===== src/rtl/fb_write_scheduler_if.sv =====
// Frame buffer write scheduler bus: two pixel requesters, clear control, GPU write port.
// Latency: none (signal bundle only).
// Backpressure: requesters see reqN_ready; the frame buffer write port has no backpressure.
//
// Ports (modports):
//   master - drives pixel requests and clear control; observes readies, status and the write port
//   slave  - the scheduler; drives readies, status and the frame buffer write port
interface fb_write_scheduler_if #(
    parameter int ADDR_W = 17,
    parameter int DATA_W = 4
);
    logic              req0_valid;
    logic              req0_ready;
    logic [8:0]        req0_x;
    logic [7:0]        req0_y;
    logic [DATA_W-1:0] req0_color;

    logic              req1_valid;
    logic              req1_ready;
    logic [8:0]        req1_x;
    logic [7:0]        req1_y;
    logic [DATA_W-1:0] req1_color;

    logic              clear_start;
    logic [DATA_W-1:0] clear_color;
    logic              busy;
    logic              clear_done;
    logic              oob_drop;

    logic [ADDR_W-1:0] gpu_pixel_addr;
    logic [DATA_W-1:0] gpu_pixel_data;
    logic              gpu_we;

    modport master (
        output req0_valid, req0_x, req0_y, req0_color,
        output req1_valid, req1_x, req1_y, req1_color,
        output clear_start, clear_color,
        input  req0_ready, req1_ready,
        input  busy, clear_done, oob_drop,
        input  gpu_pixel_addr, gpu_pixel_data, gpu_we
    );

    modport slave (
        input  req0_valid, req0_x, req0_y, req0_color,
        input  req1_valid, req1_x, req1_y, req1_color,
        input  clear_start, clear_color,
        output req0_ready, req1_ready,
        output busy, clear_done, oob_drop,
        output gpu_pixel_addr, gpu_pixel_data, gpu_we
    );
endinterface


===== src/rtl/fb_write_scheduler.sv =====
// Single write master for the frame buffer: round-robin over two pixel requesters plus a full-screen clear engine.
// Latency: accepted pixel is written 1 cycle after acceptance; clear writes one pixel per clock for WIDTH*HEIGHT cycles.
// Backpressure: readies are combinational grants; both are held low while clearing or while clear_start is high.
//
// Ports:
//   gpu_clk - sole clock
//   rst     - synchronous active-high reset
//   bus     - slave side of fb_write_scheduler_if (requests, clear control, status, write port)
module fb_write_scheduler #(
    parameter int WIDTH  = 320,
    parameter int HEIGHT = 240,
    parameter int ADDR_W = 17,
    parameter int DATA_W = 4
) (
    input  logic                 gpu_clk,
    input  logic                 rst,
    fb_write_scheduler_if.slave  bus
);

    localparam logic [ADDR_W-1:0] LAST_ADDR = ADDR_W'(WIDTH * HEIGHT - 1);

    typedef enum logic {
        IDLE,
        CLEAR
    } state_t;

    state_t state;
    state_t state_nxt;

    logic [ADDR_W-1:0] counter;
    logic [DATA_W-1:0] fill_color;
    logic              last_grant;

    logic              grant0;
    logic              grant1;
    logic              accept0;
    logic              accept1;
    logic              accept_any;
    logic              clear_last;

    logic [8:0]        sel_x;
    logic [7:0]        sel_y;
    logic [DATA_W-1:0] sel_color;
    logic              in_range;
    logic [ADDR_W-1:0] lin_addr;

    // Registered result of the pixel path; the clear engine overrides it while in CLEAR.
    logic              pix_we;
    logic              pix_oob;
    logic [ADDR_W-1:0] pix_addr;
    logic [DATA_W-1:0] pix_data;

    // Round robin: on contention the requester that did not win last time gets the grant.
    always_comb begin
        grant0 = bus.req0_valid && (!bus.req1_valid || last_grant);
        grant1 = bus.req1_valid && (!bus.req0_valid || !last_grant);
    end

    assign bus.req0_ready = (state == IDLE) && !bus.clear_start && grant0;
    assign bus.req1_ready = (state == IDLE) && !bus.clear_start && grant1;

    assign accept0    = bus.req0_valid && bus.req0_ready;
    assign accept1    = bus.req1_valid && bus.req1_ready;
    assign accept_any = accept0 || accept1;

    always_comb begin
        sel_x     = accept1 ? bus.req1_x     : bus.req0_x;
        sel_y     = accept1 ? bus.req1_y     : bus.req0_y;
        sel_color = accept1 ? bus.req1_color : bus.req0_color;
        in_range  = (32'(sel_x) < WIDTH) && (32'(sel_y) < HEIGHT);
        lin_addr  = ADDR_W'(sel_y) * ADDR_W'(WIDTH) + ADDR_W'(sel_x);
    end

    assign clear_last = (state == CLEAR) && (counter == LAST_ADDR);

    always_ff @(posedge gpu_clk) begin
        if (rst) begin
            state <= IDLE;
        end else begin
            state <= state_nxt;
        end
    end

    // clear_start seen while already clearing has no effect.
    always_comb begin
        state_nxt = state;
        case (state)
            IDLE:    if (bus.clear_start) state_nxt = CLEAR;
            CLEAR:   if (clear_last)      state_nxt = IDLE;
            default: state_nxt = IDLE;
        endcase
    end

    always_ff @(posedge gpu_clk) begin
        if (rst) begin
            counter    <= '0;
            fill_color <= '0;
            last_grant <= 1'b1;
            pix_we     <= 1'b0;
            pix_oob    <= 1'b0;
            pix_addr   <= '0;
            pix_data   <= '0;
        end else begin
            pix_we  <= 1'b0;
            pix_oob <= 1'b0;

            if ((state == IDLE) && bus.clear_start) begin
                counter    <= '0;
                fill_color <= bus.clear_color;
            end else if (state == CLEAR) begin
                if (clear_last) begin
                    counter  <= '0;
                    // Keep the write port showing the final clear write once the engine lets go.
                    pix_addr <= counter;
                    pix_data <= fill_color;
                end else begin
                    counter <= counter + 1'b1;
                end
            end

            // Acceptance only happens in IDLE, so it never collides with the clear updates above.
            if (accept_any) begin
                last_grant <= accept1;
                if (in_range) begin
                    pix_we   <= 1'b1;
                    pix_addr <= lin_addr;
                    pix_data <= sel_color;
                end else begin
                    pix_oob  <= 1'b1;
                end
            end
        end
    end

    assign bus.busy           = (state == CLEAR);
    assign bus.clear_done     = clear_last;
    assign bus.oob_drop       = pix_oob;
    assign bus.gpu_we         = pix_we || (state == CLEAR);
    assign bus.gpu_pixel_addr = (state == CLEAR) ? counter    : pix_addr;
    assign bus.gpu_pixel_data = (state == CLEAR) ? fill_color : pix_data;

endmodule

===== src/flat_wrapper.sv =====
// flat-port wrapper written by rule: the top's interface ports become plain ports
module fb_write_scheduler_flat 
#(
    parameter int WIDTH  = 320,
    parameter int HEIGHT = 240,
    parameter int ADDR_W = 17,
    parameter int DATA_W = 4
)
  (gpu_clk, rst, bus_req0_valid, bus_req0_x, bus_req0_y, bus_req0_color, bus_req1_valid, bus_req1_x, bus_req1_y, bus_req1_color, bus_clear_start, bus_clear_color, bus_req0_ready, bus_req1_ready, bus_busy, bus_clear_done, bus_oob_drop, bus_gpu_pixel_addr, bus_gpu_pixel_data, bus_gpu_we);
  fb_write_scheduler_if #(.ADDR_W(ADDR_W), .DATA_W(DATA_W)) bus_i ();
  input  logic gpu_clk;
  input  logic rst;
  input wire logic [$bits(bus_i.req0_valid)-1:0] bus_req0_valid;
  input wire logic [$bits(bus_i.req0_x)-1:0] bus_req0_x;
  input wire logic [$bits(bus_i.req0_y)-1:0] bus_req0_y;
  input wire logic [$bits(bus_i.req0_color)-1:0] bus_req0_color;
  input wire logic [$bits(bus_i.req1_valid)-1:0] bus_req1_valid;
  input wire logic [$bits(bus_i.req1_x)-1:0] bus_req1_x;
  input wire logic [$bits(bus_i.req1_y)-1:0] bus_req1_y;
  input wire logic [$bits(bus_i.req1_color)-1:0] bus_req1_color;
  input wire logic [$bits(bus_i.clear_start)-1:0] bus_clear_start;
  input wire logic [$bits(bus_i.clear_color)-1:0] bus_clear_color;
  output wire logic [$bits(bus_i.req0_ready)-1:0] bus_req0_ready;
  output wire logic [$bits(bus_i.req1_ready)-1:0] bus_req1_ready;
  output wire logic [$bits(bus_i.busy)-1:0] bus_busy;
  output wire logic [$bits(bus_i.clear_done)-1:0] bus_clear_done;
  output wire logic [$bits(bus_i.oob_drop)-1:0] bus_oob_drop;
  output wire logic [$bits(bus_i.gpu_pixel_addr)-1:0] bus_gpu_pixel_addr;
  output wire logic [$bits(bus_i.gpu_pixel_data)-1:0] bus_gpu_pixel_data;
  output wire logic [$bits(bus_i.gpu_we)-1:0] bus_gpu_we;
  assign bus_i.req0_valid = bus_req0_valid;
  assign bus_i.req0_x = bus_req0_x;
  assign bus_i.req0_y = bus_req0_y;
  assign bus_i.req0_color = bus_req0_color;
  assign bus_i.req1_valid = bus_req1_valid;
  assign bus_i.req1_x = bus_req1_x;
  assign bus_i.req1_y = bus_req1_y;
  assign bus_i.req1_color = bus_req1_color;
  assign bus_i.clear_start = bus_clear_start;
  assign bus_i.clear_color = bus_clear_color;
  assign bus_req0_ready = bus_i.req0_ready;
  assign bus_req1_ready = bus_i.req1_ready;
  assign bus_busy = bus_i.busy;
  assign bus_clear_done = bus_i.clear_done;
  assign bus_oob_drop = bus_i.oob_drop;
  assign bus_gpu_pixel_addr = bus_i.gpu_pixel_addr;
  assign bus_gpu_pixel_data = bus_i.gpu_pixel_data;
  assign bus_gpu_we = bus_i.gpu_we;
  fb_write_scheduler #(.WIDTH(WIDTH), .HEIGHT(HEIGHT), .ADDR_W(ADDR_W), .DATA_W(DATA_W)) u_core (.gpu_clk(gpu_clk), .rst(rst), .bus(bus_i));
endmodule

===== config.mk =====
export PLATFORM = sky130hd
export DESIGN_NAME = fb_write_scheduler_flat
export DESIGN_NICKNAME = d
export VERILOG_FILES = /design/src/rtl/fb_write_scheduler_if.sv /design/src/rtl/fb_write_scheduler.sv /design/src/flat_wrapper.sv
export SDC_FILE = /design/constraint.sdc
export NUM_CORES = 1
export LEC_CHECK = 0
export ABC_CLOCK_PERIOD_IN_PS = 11500
export CORE_MARGIN = 2
export CORE_UTILIZATION = 40
export DETAILED_ROUTE_END_ITERATION = 12
export MAX_ROUTING_LAYER = met4
export PLACE_DENSITY = 0.72
export SETUP_SLACK_MARGIN = 0.2
export SLEW_MARGIN = 5
export SYNTH_ARGS = -nofsm -noshare
export SYNTH_HDL_FRONTEND = slang
export SYNTH_SLANG_ARGS = --single-unit

===== constraint.sdc =====
create_clock -name gpu_clk -period 11.5 [get_ports gpu_clk]
set_input_delay 2.3 -clock gpu_clk [delete_from_list [all_inputs] [get_ports gpu_clk]]
set_output_delay 2.3 -clock gpu_clk [all_outputs]
set_load 0.005 [all_outputs]

======== Word level (Yosys, flattened, before mapping) ========
Cells that the tools add are included.
storage, ports and cells
  register bits after elaboration ......... 46
  bits of input ports ..................... 51
  output and inout bits ................... 27
  logic and storage cells ................. 57
operators by class
  $add $sub $neg .......................... 2
  $mul .................................... 1
  order comparisons ....................... 2
  equality and inequality tests ........... 1
  multiplexer cells ....................... 21
  bitwise logic cells ..................... 2
  reductions and logical operators ........ 20
operators by type and width
  kind                                                                  number
  17-bit 2-to-1 mux                                                     7
  4-bit 2-to-1 mux                                                      7
  17-bit by 1-bit adder with 17-bit output (second input constant)      1
  17-bit by 9-bit adder with 17-bit output                              1
  17-bit == test (second input constant)                                1
  8-bit by 3-bit multiplier with 11-bit output (second input constant)  1
  1-bit logical AND                                                     10
  9-bit < comparator (second input constant)                            1
  9-bit 2-to-1 mux                                                      1
  8-bit < comparator (second input constant)                            1
  8-bit 2-to-1 mux                                                      1
  1-bit logical NOT                                                     4
  1-bit logical OR                                                      4
  1-bit 2-to-1 mux                                                      4
  2-bit OR reduction                                                    2
  1-bit inverter                                                        2
  1-bit case mux with 2 select lines                                    1

======== Longest topological paths before layout ========
  depth after elaboration ................. 10
  gate-level depth with buffers ........... 15
  mapped depth without buffers ............ 14

======== Least setup slack after synthesis ========
OpenSTA, ideal clock, no wires.
  path kind ............................... input -> register
  start ................................... in bus_clear_start
  end ..................................... reg u_core.pix_addr[16]
  library setup time ...................... 0.079 ns
  arrival ................................. 5.473 ns
  data required time ...................... 11.421 ns
  slack ................................... 5.948 ns
  cell stages on the path ................. 15
  path buffers ............................ 1
  cells stage by stage .................... nor2_1 > nand3_1 > inv_1 > buf_1 > nand2_1 > nand2_1 > ha_1 > ha_1 > fa_1 > a211oi_1 > nor2_1 > xor2_1 > nand3_1 > o32a_1 > a211oi_2
on the way
  cells in the longest elaborated chain, start to end .. 9
  elaborated cells on any way between the ends .. 18
  classes of those cells .................. add/sub: 1; mul: 1; order compare: 2; mux: 5; reduce/logical: 9
ends and longest elaborated chain
  item                                                                           line                                                RTL
  start, declared                                                                flat_wrapper.sv:21                                  input wire logic [$bits(bus_i.clear_start)-1:0] bus_clear_start;
  1-bit logical NOT (*)                                                          fb_write_scheduler.sv:60                            assign bus.req1_ready = (state == IDLE) && !bus.clear_start && grant1;
  1-bit logical AND (*) (2 in series)                                            fb_write_scheduler.sv:60
  net bus_req1_ready                                                             flat_wrapper.sv:24                                  output wire logic [$bits(bus_i.req1_ready)-1:0] bus_req1_ready;
  1-bit logical AND (*)                                                          fb_write_scheduler.sv:63                            assign accept1 = bus.req1_valid && bus.req1_ready;
  8-bit 2-to-1 mux or 9-bit 2-to-1 mux (tied branches)                           fb_write_scheduler.sv:68, fb_write_scheduler.sv:67
  8-bit by 3-bit multiplier with 11-bit output (tied with other cells)           fb_write_scheduler.sv:71                            lin_addr = ADDR_W'(sel_y) * ADDR_W'(WIDTH) + ADDR_W'(sel_x);
  17-bit by 9-bit adder with 17-bit output or 1-bit logical AND (tied branches)  fb_write_scheduler.sv:71, fb_write_scheduler.sv:70
  17-bit 2-to-1 mux                                                              fb_write_scheduler.sv:124                           if (in_range) begin
  17-bit 2-to-1 mux (*)                                                          fb_write_scheduler.sv:122                           if (accept_any) begin
  end signal, assigned                                                           fb_write_scheduler.sv:114                           pix_addr <= counter;
  end signal, assigned                                                           fb_write_scheduler.sv:126                           pix_addr <= lin_addr;
  end, declared                                                                  fb_write_scheduler.sv:50                            logic [ADDR_W-1:0] pix_addr;
Mark *: on every way through the listed nets, which the timed path passes. The rest lies on a longest branch.
A chain may end at the register's enable or synchronous reset.

======== Worst setup path after layout ========
  start ................................... in bus_clear_start
  end ..................................... out bus_req1_ready
on the way
  cells in the longest elaborated chain, start to end .. 3
ends and longest elaborated chain
  item                             line
  1-bit logical NOT                fb_write_scheduler.sv:60
  1-bit logical AND (2 in series)  fb_write_scheduler.sv:60
  end, declared                    flat_wrapper.sv:24
No other way between the ends.

==> run summary <==
Syn. warnings: 0
Number of I/O pins: 78
Crit path top cell by count: clkdlybuf4s50_1
Most frequent cells in the layout: clkdlybuf4s50_1 (77), nand2_1 (63), dfxtp_1 (46), nor2_1 (28), mux2_2 (20)
Share of layout cells above drive strength 1: 0.1164
Crit. path cell count: 5
Post-CTS sizing: 0
CP top delay family: buffers and inverters
Max stage delay cell, worst path: inv_1
Post-Synthesis Cell Area: 2995 sq um
Clock sink count: 46
Asr flop ratio synth: 0
Crit path DAT: 5.34 ns
CTS Hold Bufs: 0
Kind of critical path: in -> out
Via count: 2,735
Commonest non-fill, non-tap cell in the layout: clkdlybuf4s50_1
Setup ws final: 3.857 ns
Reg2reg end: u_core.pix_addr[16]
Tot GR Track Use: 0.1835
Leak: 1.488 nW
Clk buf depth: 2
R2R depth: 14
Synth-to-layout area growth: 29.37%
Fin crit share: 0.6646
Syn Nets: 421
CTS Buf Count: 5
# setup viols final: 0
Mapped Cells: 354
Critical Path Fanout Max: 27
Via/cell ratio: 5.260
#FFs+latches synth: 46
PwrDens: 102.7 nW/um^2
Critical path buffer and inverter count: 3
Drt first-iter violations: 159
DP HPWL: 5632 microns
Num rows: 31
Largest net degree at the start of global routing: 43
Die X: 90.54 microns
CTS tree: yes
Initial antenna violation count: 0
Worst slew pin tran: 1.092 ns
Depth of the CTS H-tree: 2
Die ar.: 8197 sq um
Fmax: 130.8 MHz
Post-layout nets: 487
Largest stage delay, worst path: 0.91 ns
CP startpoint kind: input pin
Max-Cap Viols: 0
Critical Path End Type: primary output
Worst path cell trace: clkdlybuf4s50_1 > nor2_1 > nand3_1 > inv_1 > clkdlybuf4s50_1
Syn_area_per_cell: 8.462 sq um
Part of the Yosys area used for sequential elements: 0.3074
Die height: 90.54 microns
Worst path required time: 9.20 ns
Diodes inserted: 0
Worst Clk Skew: 0.008453 ns
Netlist cell types: 54
CTS Root Cell: clkbuf_8
Max Slew Vio Count: 0
Post-route minimum period: 7.643 ns
Pre-Repair DR Iteration Count: 4
DR WL/cell: 14.24 microns
Setup TNS: 0 ns
Launch point of the worst path: bus_clear_start
Dpl ws: 3.822 ns
VDD IR max: 0.04771 mV
Vias in the first global route: 2,598
DRT Wirelength: 7406 microns
DRC viols: 0
RSZ-0062 raised after global routing: no
Ys flop type: dfxtp_1
Hold Crit Class: reg -> reg
RePlAce Congestion: 0.8512
Relative slew slack: 0.2723
Final ANT Viol Nets: 0
Post-CTS Setup Inserts: 0
Fill cells: 665
Status: finished, final reports clean
Worst flop-to-flop path startpoint: u_core.bus.busy
Clock Latency Late Sink: 0.31 ns
Count of port buffers added during placement: 77
Register-to-register setup slack: 6.57 ns
GRT overflow: 0
Core Box Area: 7253 sq um
Starting Density: 0.4130
First-pass GRT wire length: 12,170 microns
Clock slew at reported path FFs: 0.09 ns
Number of synthesized flops with an enable pin: 0
CP Capture Point: bus_req1_ready
Final hold vios: 0
-- per-stage QoR --
stage          hold WS [ns]  total power (W)  instance area [sq um]    util  instances
6_report             0.5142        0.0003981                   3875  0.5342        520
5_1_grt              0.5429        0.0004215                   3875  0.5342        520
4_1_cts              0.5095        0.0004031                   3875  0.5342        520
3_5_place_dp         0.4837        0.0003020                   3785  0.5218        512
3_3_place_gp         0.4710        0.0002989                   3785  0.5218        512
2_1_floorplan        0.4500        0.0002551                   2995       -        354
-- report_power, final --
part	internal (W)	leakage, nW	total [W]	switching [W]
logic	0.0000659	1.07	0.000127	0.0000606
clock network	0.0000427	0.0441	0.0000993	0.0000566
registers	0.000167	0.375	0.000172	0.00000501
total	0.000276	1.49	0.000398	0.000122
-- routing by layer --
metal,GRT usage,up-vias,share of wire
li1,-,1394,-
met1,0.2366,1265,0.46
met2,0.2991,69,0.49
met3,0.03589,7,0.046
met4,0.03974,0,0.0095
met5,-,-,0
-- state kept, by name, indices dropped and copies added (netlist names) --
| register | flops |
|---|---|
| u_core.pix_addr | 17 |
| u_core.bus.oob_drop | 1 |
| u_core.fill_color | 4 |
| u_core.last_grant | 1 |
| u_core.counter | 17 |
| u_core.pix_data | 4 |
| u_core.bus.busy | 1 |
| u_core.pix_we | 1 |
-- worst min path at each step --
stage	start	to	slack, ns	depth (start not counted)
after detailed placement	u_core.last_grant	u_core.last_grant	0.48	1
after floorplan	u_core.last_grant	u_core.last_grant	0.45	1
after CTS	u_core.last_grant	u_core.last_grant	0.51	1
after global placement	u_core.last_grant	u_core.last_grant	0.47	1
final	u_core.last_grant	u_core.last_grant	0.51	1
after global routing	u_core.last_grant	u_core.last_grant	0.54	1
-- layout make-up --
class                           instances  area [sq um]  share of cell area
Multi-Input combinational cell        282          1927              0.4973
Tap cell                               99         123.9             0.03197
Clock buffer                            5         68.82             0.01776
Timing Repair Buffer                   79         785.8              0.2028
Sequential cell                        46         920.9              0.2376
Inverter                                6         27.53            0.007104
Clock inverter                          3         21.27            0.005489
-- cell usage after synthesis, types with 6 or more instances --
cell type   n  area [sq um]
nand4_1     6         37.54
xnor2_1     9         78.83
xor2_1     15         131.4
a211oi_1   11         82.58
nor2_1     28         105.1
nand3_1    13         65.06
dfxtp_1    46         920.9
mux2_2     20         225.2
nand2_1    63         236.5
clkbuf_1    9         33.78
a21oi_1     9         45.04
o21ai_0    12         60.06
a311oi_1    9         78.83
nor3_1     15         75.07
ha_1       14         175.2
-- logic make-up after synthesis --
kind of cell | after synthesis | share of synthesized area
simple gates | 153 | 0.2452
compound gates | 64 | 0.1596
flops | 46 | 0.3074
buf+inv | 26 | 0.05388
mux | 25 | 0.09190
xor+xnor | 24 | 0.07018
fa+ha+maj | 16 | 0.07185
No activity file was read; power rests on OpenSTA's default activity.
==> edit 1, RTL diff (same settings) <==
`ADDR_W` is set to 17 in 3 places; all go to 34.
--- a/src/rtl/fb_write_scheduler_if.sv
+++ b/src/rtl/fb_write_scheduler_if.sv
@@ -7,5 +7,5 @@
 //   slave  - the scheduler; drives readies, status and the frame buffer write port
 interface fb_write_scheduler_if #(
-    parameter int ADDR_W = 17,
+    parameter int ADDR_W = 34,
     parameter int DATA_W = 4
 );
--- a/src/rtl/fb_write_scheduler.sv
+++ b/src/rtl/fb_write_scheduler.sv
@@ -10,5 +10,5 @@
     parameter int WIDTH  = 320,
     parameter int HEIGHT = 240,
-    parameter int ADDR_W = 17,
+    parameter int ADDR_W = 34,
     parameter int DATA_W = 4
 ) (
--- a/src/flat_wrapper.sv
+++ b/src/flat_wrapper.sv
@@ -4,5 +4,5 @@
     parameter int WIDTH  = 320,
     parameter int HEIGHT = 240,
-    parameter int ADDR_W = 17,
+    parameter int ADDR_W = 34,
     parameter int DATA_W = 4
 )
Interface: changed (resized bus_gpu_pixel_addr); port bits go from 78 to 95. The function was not compared with the original's and may differ.
==> edit 1 against the unedited design <==
- the flow now stops in 5_2_route
- synthesized cell count increased by 36%
- synthesized area rose by 48%
==> edit 1: results (changes against the unedited design) <==
Floorplan:
- The row count is 38 (was 31).

Placed design:
- The routability congestion estimate was 0.859 (was 0.851).
- The detailed-placement wirelength estimate is 7800 um (was 5630 um).
- The worst slack after detailed placement is 5260 ps (was 3820 ps).
- The number of port buffers is 94 (was 77).
- The placement-stage cell area is 5440 um^2 (was 3780 um^2).

Yosys:
- Leading cell types by count after synthesis: sky130_fd_sc_hd__dfxtp_1 (80), sky130_fd_sc_hd__nor2_1 (68), sky130_fd_sc_hd__mux2_2 (44), sky130_fd_sc_hd__nand2_1 (34), sky130_fd_sc_hd__xor2_1 (32) (was sky130_fd_sc_hd__nand2_1 (63), sky130_fd_sc_hd__dfxtp_1 (46), sky130_fd_sc_hd__nor2_1 (28), sky130_fd_sc_hd__mux2_2 (20)).
- Biggest area contributors in the synthesized netlist: sky130_fd_sc_hd__dfxtp_1 (36%), sky130_fd_sc_hd__mux2_2 (11%), sky130_fd_sc_hd__xor2_1 (6.3%), sky130_fd_sc_hd__nor2_1 (5.8%), sky130_fd_sc_hd__mux2i_1 (4.7%) (was sky130_fd_sc_hd__dfxtp_1 (31%), sky130_fd_sc_hd__nand2_1 (7.9%), sky130_fd_sc_hd__mux2_2 (7.5%), sky130_fd_sc_hd__ha_1 (5.8%), sky130_fd_sc_hd__xor2_1 (4.4%)).
- The number of unique standard cell types used by synthesis was 57 (was 54).
- The number of synthesized register bits is 80 (was 46).
- The share of flip-flops with an asynchronous set or reset after synthesis was 0 (unchanged).
- The yosys synthesis warning count is 0 (unchanged).
- The synthesized netlist net count is 549 (was 421).
- The portion of the post-synthesis area used by sequential elements is 0.362 (was 0.307).

CTS:
- The clock root buffer was sky130_fd_sc_hd__clkbuf_8 (unchanged).
- The total CTS buffers is 9 (was 5).
- The maximum level of the CTS H-tree is 3 (was 2).
- The setup fix buffers added after clock tree synthesis was 0 (unchanged).
- The maximum clock path buffer count came to 2 (unchanged).

Status:
- The halt point of the flow is 5_2_route.
- The tool reported: "[ERROR DRT-0255] Maze Route cannot find path of net gpu_clk in worker of routeBox ( 96600 0 ) ( 109200 48300 )".
- Status: stopped before the end (was finished clean).

GRT:
- The via count of the first global-routing pass was 3669 (was 2598).
- The combined global-route utilization of all metal layers came to 0.190 (was 0.183).
- The first-pass GRT wire length was 17400 um (was 12200 um).
- The initial antenna violation count was 0 (unchanged).
- The pin count of the biggest net entering global routing is 53 (was 43).
-- edit 1: cell count changes after synthesis, moves of 16 or more --
cell / before / now
sky130_fd_sc_hd__and2_1: 0 / 18
sky130_fd_sc_hd__dfxtp_1: 46 / 80
sky130_fd_sc_hd__nand2_1: 63 / 34
sky130_fd_sc_hd__mux2_2: 20 / 44
sky130_fd_sc_hd__mux2i_1: 5 / 21
sky130_fd_sc_hd__nor2_1: 28 / 68
sky130_fd_sc_hd__xor2_1: 15 / 32
-- edit 1: cells by family after synthesis --
family	Yosys count	synth area share
AO/OA/AOI/OAI	48	0.0743
XOR/XNOR	43	0.0851
adder cells (fa/ha/maj)	17	0.0514
buffers and inverters	29	0.0353
flip-flops	80	0.362
multiplexers	65	0.159
AND/OR/NAND/NOR	199	0.233
-- edit 1: per-layer routing --
metal / global-route usage
met5: -
met4: 0.0542
met3: 0.0311
met2: 0.310
met1: 0.242
-- edit 1: per-stage QoR --
stage | std cells | hold slack, ps
5_1_grt | 712 | 476
4_1_cts | 712 | 464
3_5_place_dp | 696 | 440
3_3_place_gp | 696 | 438
2_1_floorplan | 481 | 426
==> edit 2, RTL diff (config.mk and constraints unchanged) <==
Made on the original files. Reset style: asynchronous (`rst`), changed in 2 clocked blocks. Comments in the files are not updated.
--- a/src/rtl/fb_write_scheduler.sv
+++ b/src/rtl/fb_write_scheduler.sv
@@ -74,5 +74,5 @@
     assign clear_last = (state == CLEAR) && (counter == LAST_ADDR);
 
-    always_ff @(posedge gpu_clk) begin
+    always_ff @(posedge gpu_clk or posedge rst) begin
         if (rst) begin
             state <= IDLE;
@@ -92,5 +92,5 @@
     end
 
-    always_ff @(posedge gpu_clk) begin
+    always_ff @(posedge gpu_clk or posedge rst) begin
         if (rst) begin
             counter    <= '0;
Behaviour: differs if rst is asserted again (counterexample within 4 cycles, from zero or initial values and one cycle with rst high); with rst held inactive, the same outputs for 10 cycles.
==> edit 2 against the unedited design <==
- critical path depth did not move
- hold slack got worse by 14 ps
- register-to-register slack improved by 860 ps
- cell count rose by 1.2%
- power rose by 25%
- non-clock buffer count did not move
- combinational power rose by 24%
- die area rose by 6.4%
- setup slack improved by 880 ps
- synthesized area rose by 6.7%
- sequential cell count did not move
- wire length rose by 5.2%
- cell area rose by 7.0%
==> edit 2: results (changes against the unedited design) <==
Power and ir drop:
- The total leakage power is 1.78 nW (was 1.49 nW).
- The peak supply drop is 0.0533 mV (was 0.0477 mV).

Yosys:
- The portion of the post-synthesis area used by sequential elements came to 0.360 (was 0.307).
- The number of unique standard cell types used by synthesis is 55 (was 54).
- The synthesized netlist net count is 419 (was 421).
- The most frequently used flop master after synthesis is sky130_fd_sc_hd__dfrtp_1 (was sky130_fd_sc_hd__dfxtp_1).
- The share of flip-flops with an asynchronous set or reset after synthesis came to 1.00 (was 0).

Min path:
- The start point of the worst min-delay path is u_core.pix_addr[6] (was u_core.last_grant).
- The end point of the most critical hold path is u_core.pix_addr[6] (was u_core.last_grant).

Timing:
- The worst clock skew on the final layout is 7.07 ps (was 8.45 ps).
- The final clock period utilization by the worst path is 0.588 (was 0.665).
- The worst hold-check slack is 500 ps (was 514 ps).

Final layout:
- The number of nets in the layout is 490 (was 487).
- The ratio of cells with drive above 1 in the final layout is 0.113 (was 0.116).
- The count of non-filler cells in the finished layout was 526 (was 520).

Routing:
- The detailed-route vias per instance was 5.33 (was 5.26).
- The wire length per cell was 14.8 um (was 14.2 um).
- The iteration-0 DRC count of the detailed router is 143 (was 159).
- The amount of wire on met3 after detailed routing is 323 um (was 340 um).

Setup path:
- The critical register-to-register path startpoint is u_core.bus.busy (unchanged).
- The capture instance of the worst register-to-register path was u_core.pix_addr[16] (unchanged).
- The signal arrival time at the worst endpoint is 4460 ps (was 5340 ps).

Status:
- Status: finished clean (unchanged).

Placed design:
- The routability congestion estimate was 0.855 (was 0.851).
- The placement-stage cell area is 4040 um^2 (was 3780 um^2).
- The worst slack after detailed placement is 4710 ps (was 3820 ps).

GRT:
- The via count of the first global-routing pass is 2709 (was 2598).
- The met2 usage in global routing is 0.298 (was 0.299).
- The routing usage on met1 is 0.246 (was 0.237).
- The met3 track utilization from global routing is 0.0346 (was 0.0359).
==> edit 2: cell types whose count changed after synthesis, moves of 11 or more <==
cell and delta:
sky130_fd_sc_hd__nor3_1 -14, sky130_fd_sc_hd__o21ai_0 +11, sky130_fd_sc_hd__o21ai_1 +14, sky130_fd_sc_hd__nor2_1 -12, sky130_fd_sc_hd__dfrtp_1 +45, sky130_fd_sc_hd__dfxtp_1 -46
==> edit 2: cell families (layout without fill, tap and decap cells) <==
logic type,Yosys count,count (layout),share of synthesized area
AND/OR/NAND/NOR,128,128,0.201
multiplexers,33,33,0.115
AO/OA/AOI/OAI,86,86,0.174
flip-flops,46,46,0.360
adder cells (fa/ha/maj),16,16,0.0673
XOR/XNOR,17,17,0.0466
buffers and inverters,26,98,0.0356
==> edit 2: critical path, stage by stage <==
cell,delay (ps)
sky130_fd_sc_hd__clkdlybuf4s50_1,500
sky130_fd_sc_hd__nor2_8,350
sky130_fd_sc_hd__nand3_4,350
sky130_fd_sc_hd__inv_1,370
sky130_fd_sc_hd__clkdlybuf4s50_1,570
==> edit 2: power by group through the flow <==
| stage | clock network, mW | logic (mW) | registers (mW) |
|---|---|---|---|
| floorplan | 0 | 0.0915 | 0.212 |
| global placement | 0 | 0.156 | 0.221 |
| detailed placement | 0 | 0.159 | 0.222 |
| CTS | 0.122 | 0.161 | 0.219 |
| global route | 0.128 | 0.175 | 0.225 |
| finish | 0.119 | 0.158 | 0.219 |
==> edit 2: final cells by class <==
class / instances / area [um^2]
clock inverters: 3 / 40.0
well taps: 102 / 128
inverters: 11 / 41.3
clock buffers: 5 / 68.8
flip-flops and latches: 46 / 1150
repair buffers: 79 / 786
fillers: 703 / 3580
multi-input cells: 280 / 1930
